### src/rtl/mac_seq_ctrl.sv
// rtl/mac_seq_ctrl.sv - dot-product sequencer feeding one 16-lane MAC and accumulating its chunk sums.
// Optional build macro MAC_SEQ_CTRL_RELU_EN clamps negative results to zero.
module mac_seq_ctrl #(
    parameter int N       = 16,
    parameter int WI      = 8,
    parameter int MAC_LAT = 5,
    parameter int WS      = 2*WI + $clog2(N) + 2,
    parameter int WK      = 8,
    parameter int WA      = 10,
    parameter int WACC    = 32
) (
    input  logic              clk,
    input  logic              rst,
    input  logic              start,
    input  logic [WK-1:0]     cfg_num_chunks,
    input  logic [WA-1:0]     cfg_wbase,
    input  logic [WA-1:0]     cfg_abase,
    output logic              busy,
    output logic              buf_re,
    output logic [WA-1:0]     wbuf_addr,
    output logic [WA-1:0]     abuf_addr,
    input  logic [N*WI-1:0]   wbuf_data,
    input  logic [N*WI-1:0]   abuf_data,
    output logic              mac_vld_i,
    output logic [N*WI-1:0]   mac_win,
    output logic [N*WI-1:0]   mac_din,
    input  logic [WS-1:0]     mac_acc_o,
    input  logic              mac_vld_o,
    output logic [WACC-1:0]   out_data,
    output logic              out_vld,
    input  logic              out_rdy,
    output logic              done
);

    typedef enum logic [1:0] {
        S_IDLE  = 2'd0,
        S_ISSUE = 2'd1,
        S_DRAIN = 2'd2,
        S_OUT   = 2'd3
    } state_t;

    state_t          state_q, state_d;
    logic [WK-1:0]   num_q, num_d;
    logic [WA-1:0]   wbase_q, wbase_d;
    logic [WA-1:0]   abase_q, abase_d;
    logic [WK-1:0]   issue_cnt_q, issue_cnt_d;
    logic [WK-1:0]   recv_cnt_q, recv_cnt_d;
    logic [WACC-1:0] acc_q, acc_d;
    logic [WACC-1:0] out_data_q, out_data_d;
    logic            mac_vld_q, mac_vld_d;

    logic            sum_accept;
    logic [WACC-1:0] sum_ext;

    function automatic logic [WACC-1:0] result_op(input logic [WACC-1:0] a);
`ifdef MAC_SEQ_CTRL_RELU_EN
        return a[WACC-1] ? '0 : a;
`else
        return a;
`endif
    endfunction

    always_ff @(posedge clk) begin
        if (rst) begin
            state_q     <= S_IDLE;
            num_q       <= '0;
            wbase_q     <= '0;
            abase_q     <= '0;
            issue_cnt_q <= '0;
            recv_cnt_q  <= '0;
            acc_q       <= '0;
            out_data_q  <= '0;
            mac_vld_q   <= 1'b0;
        end else begin
            state_q     <= state_d;
            num_q       <= num_d;
            wbase_q     <= wbase_d;
            abase_q     <= abase_d;
            issue_cnt_q <= issue_cnt_d;
            recv_cnt_q  <= recv_cnt_d;
            acc_q       <= acc_d;
            out_data_q  <= out_data_d;
            mac_vld_q   <= mac_vld_d;
        end
    end

    // Sums are only meaningful while a run is in flight; stray pulses elsewhere are dropped.
    assign sum_accept = mac_vld_o && ((state_q == S_ISSUE) || (state_q == S_DRAIN));
    assign sum_ext    = {{(WACC-WS){mac_acc_o[WS-1]}}, mac_acc_o};

    always_comb begin
        state_d     = state_q;
        num_d       = num_q;
        wbase_d     = wbase_q;
        abase_d     = abase_q;
        issue_cnt_d = issue_cnt_q;
        recv_cnt_d  = recv_cnt_q;
        acc_d       = acc_q;
        out_data_d  = out_data_q;
        mac_vld_d   = (state_q == S_ISSUE);

        if (sum_accept) begin
            acc_d      = acc_q + sum_ext;
            recv_cnt_d = recv_cnt_q + WK'(1);
        end

        case (state_q)
            S_IDLE: begin
                if (start) begin
                    num_d       = cfg_num_chunks;
                    wbase_d     = cfg_wbase;
                    abase_d     = cfg_abase;
                    issue_cnt_d = '0;
                    recv_cnt_d  = '0;
                    acc_d       = '0;
                    if (cfg_num_chunks == '0) begin
                        out_data_d = '0;
                        state_d    = S_OUT;
                    end else begin
                        state_d = S_ISSUE;
                    end
                end
            end
            S_ISSUE: begin
                issue_cnt_d = issue_cnt_q + WK'(1);
                if (issue_cnt_q == num_q - WK'(1)) begin
                    state_d = S_DRAIN;
                end
            end
            S_DRAIN: begin
                // Compare against the post-accumulate count so the final sum lands in the result.
                if (recv_cnt_d == num_q) begin
                    out_data_d = result_op(acc_d);
                    state_d    = S_OUT;
                end
            end
            S_OUT: begin
                if (out_rdy) begin
                    state_d = S_IDLE;
                end
            end
            default: begin
                state_d = S_IDLE;
            end
        endcase
    end

    assign busy      = (state_q != S_IDLE);
    assign buf_re    = (state_q == S_ISSUE);
    assign wbuf_addr = buf_re ? (wbase_q + WA'(issue_cnt_q)) : '0;
    assign abuf_addr = buf_re ? (abase_q + WA'(issue_cnt_q)) : '0;

    assign mac_vld_i = mac_vld_q;
    assign mac_win   = mac_vld_q ? wbuf_data : '0;
    assign mac_din   = mac_vld_q ? abuf_data : '0;

    assign out_vld   = (state_q == S_OUT);
    assign out_data  = out_data_q;
    assign done      = (state_q == S_OUT) && out_rdy;

endmodule

### config.mk
export PLATFORM = sky130hd
export DESIGN_NAME = mac_seq_ctrl
export DESIGN_NICKNAME = d
export VERILOG_FILES = /design/src/rtl/mac_seq_ctrl.sv
export SDC_FILE = /design/constraint.sdc
export NUM_CORES = 1
export LEC_CHECK = 0
export CAP_MARGIN = 20
export CORE_AREA = 2 2 245 247
export DETAILED_ROUTE_END_ITERATION = 12
export DIE_AREA = 0 0 247 249
export DONT_BUFFER_PORTS = 1
export MAX_ROUTING_LAYER = met4
export PLACE_DENSITY = 0.32
export SLEW_MARGIN = 20
export SYNTH_ARGS = -nofsm -noshare
export SYNTH_HDL_FRONTEND = slang
export SYNTH_SLANG_ARGS = --single-unit
### constraint.sdc
create_clock -name clk -period 3.2 [get_ports clk]
set_input_delay 0.64 -clock clk [delete_from_list [all_inputs] [get_ports clk]]
set_output_delay 0.64 -clock clk [all_outputs]
set_load 0.03 [all_outputs]
==> metrics.txt <==
#FFs+latches synth=111; Fin Hold WS=298 ps; met3 GRT Util=0.100; via count=roughly 8300; Req. time, crit path=2560 ps; number of distinct library cells after synthesis=61; Max Clk Rate=318 MHz; worst rel slew slack=0.516; initial antenna violation count=between 60 and 70; Via density=4.19; Crit Path Max Fanout=6; Worst path max stage delay=390 ps; Crit path arrival time=2510 ps; count of pins over their slew limit=0; status=complete, no violations; Min Clock Period, post-route=3150 ps; io pins=624; Critical Path End Type=output port; Post-synth top cells=and2_1, nand2_1, dfxtp_1; drt total wl=49200 um; CTS clock-pin slew for the worst setup and hold paths=90 ps; Routed Antenna Nets=0; Yosys warnings=0; post-synth top area cell=dfxtp_1; Final Instance Area=0.0103 mm2; Clock Sinks=between 100 and 150; Seq/Total Area, Yosys=0.259; largest net degree at the start of global routing=approximately 190; measured slew at the worst slew-check pin=726 ps; Worst Setup Start Kind=flip-flop; Remaining Overflow, GRT=0; initial core utilization=0.146; Final Skew=approximately 25 ps; CTS max path bufs=2; Placed Instance Area=0.00972 mm2; H-tree levels=3; Logic pwr share=0.553; Period Utilization, post-route=0.983; gr usage total=0.157; worst skew pair latency=400 ps; routed len/inst=~25 um; # DRC=0; switching part of the total power=0.529; root buf cell=clkbuf_16; dominant synthesized flop cell=dfxtp_1; Die Ht=249 um; 1st-iter DRT viols=619; sequential power share=0.264; CTS tree=done; grt peak-use layer=met2; Fin. Hold Viols=0; Synth Net Count=~1500; CP bufs+invs=1; TritonRoute pass-1 iters=5; syn_area_per_cell=7.42 um2; vias in the first global route=7834; top-count cell post-synth=and2_1; crit path kind=flip-flop to output port; Die ar.=slightly above 0.06 mm2; RSZ-0062 raised after global routing=yes; synthesized cell area=about 0.0086 mm2; setup violators final=0; placer congestion estimate=0.814; Area growth, synth to finish=19.7%; ranking of synthesized cells by area=dfxtp_1, and2_1, ha_1; layout cell share with drive strength beyond 1=0.0938; DP HPWL=42700 um; power density over cell area=640 mW/mm2; Core ar.=0.0587 mm2; Mapped Cells=1158; Int Pwr=just over 3 mW; Post-CTS Hold Fix Bufs=0; max-cap violation count=0; P_leak=3.99 nW; met2 Usage GRT=0.223; Slowest-stage cell, CP=dfxtp_4; number of flops mapped to enable cells by yosys=0; routing usage on met1=0.188; clock power share=0.183; share of the synthesized area in the top cell type=0.259; port bufs=0; global-route wire length before repair=64600 um; P_sw=3.48 mW; critical path's top delay family=compound AO/OA/AOI/OAI gates; VDD IR-drop max=274 uV; Die W=247 um; CP Cell Sequence=ha_1 -> a21o_1 -> a21oi_1 -> o21bai_1 -> a21oi_2 -> o21bai_1 -> a211oi_2 -> or3_1 -> a21oi_1 -> buf_4; Min-Delay Path Class=input pin to flip-flop; # nets final=1525; total CTS buffers=9; fraction of registers with async set/reset=0; site row count=89
==> metal layers <==
layer	wire length [um]	vias to the layer above
li1	-	3993
met4	738	0
met5	0	-
met3	7640	47
met2	20300	457
met1	20500	3841
==> power by group through the flow <==
stage	combinational, mW	sequential (mW)	clock (mW)
global placement	3.64	1.77	0
detailed placement	3.65	1.77	0
finish	3.64	1.74	1.20
CTS	3.66	1.74	1.27
floorplan	2.87	1.70	0
global route	3.96	1.76	1.31
==> worst register-to-register path, delay by kind of cell, from the launching register on <==
kind / cells / cell delay, ps
adder cells (fa/ha/maj): 2 / 620
flip-flops: 1 / 320
multiplexers: 1 / 320
AO/OA/AOI/OAI: 6 / 1450
XOR/XNOR: 1 / 100
==> metrics by stage <==
step | util | setup WS, ps | setup TNS, ps | total power [mW] | cells
2_1_floorplan | - | 214 | 0 | 4.56 | 1158
3_3_place_gp | 0.166 | 53.4 | 0 | 5.41 | 1915
3_5_place_dp | 0.166 | -62.6 | -102 | 5.41 | 1915
4_1_cts | 0.172 | -7.38 | -7.38 | 6.67 | 1933
5_1_grt | 0.175 | -89.8 | -322 | 7.04 | 1981
6_report | 0.175 | 53.1 | 0 | 6.58 | 1989
==> cells by family (layout without fill, tap and decap cells) <==
logic type / after synthesis / after routing / share of synthesized area
muxes: 14 / 14 / 0.0163
and+or+nand+nor: 569 / 569 / 0.353
xor gates and xnor gates: 60 / 60 / 0.0644
AOI/OAI and AO/OA: 243 / 243 / 0.175
adders and majority gates: 57 / 57 / 0.0856
other: 0 / 54 / 0
DFF: 111 / 111 / 0.259
buffers and inverters: 104 / 108 / 0.0467
==> timing repair <==
item                                   in CTS  in global routing
gates cloned                                0                  0
gates resized for setup                    19                 10
endpoints found under the hold margin       0                  0
pin swaps                                   8                  5
setup endpoints to repair                   8                  9
buffers inserted                            2                  2
==> worst paths after layout <==
kind | from | endpoint | slack (ps) | cells past startpoint
max | issue_cnt_q[1] | abuf_addr[9] | 50 | 10
min | rst | wbase_q[0] | 300 | 1
max reg2reg | acc_q[0] | out_data[28] | 260 | 10
min reg2reg | abase_q[5] | abase_q[5] | 470 | 2
==> cells in the final DEF (no fill, tap or decap), types with 3 or more instances in the layout <==
cell and count:
diode_2 54, xor2_1 17, a21o_1 23, and2_1 269, o21ai_1 3, and3_1 9, nand2_1 114, a31oi_1 9
mux2i_1 14, a221oi_1 3, a2bb2oi_1 3, xnor2_1 41, buf_4 56, nand3b_1 3, nand3_1 30, ha_1 52
o21a_1 5, clkbuf_16 9, and4_1 3, or4_1 3, nor4_1 6, inv_8 3, or3_1 6, a211oi_1 8
a21oi_2 10, dfxtp_2 4, o21ai_0 45, nand4_1 9, nor2b_1 3, nor3_1 18, a22oi_1 4, a21oi_1 83
o211ai_1 8, o21bai_1 14, dfxtp_1 104, dfxtp_4 3, nor2_1 85, inv_1 33
==> layout make-up <==
class	count	area, um2
timing repair buffer	59	463
inverter	33	124
antenna	54	135
multi-input combinational	943	6060
clock inverter	7	75.1
fill	6628	48400
sequential	111	2240
clock buffer	9	225
tap	773	967
(Power assumes the default switching activity.)
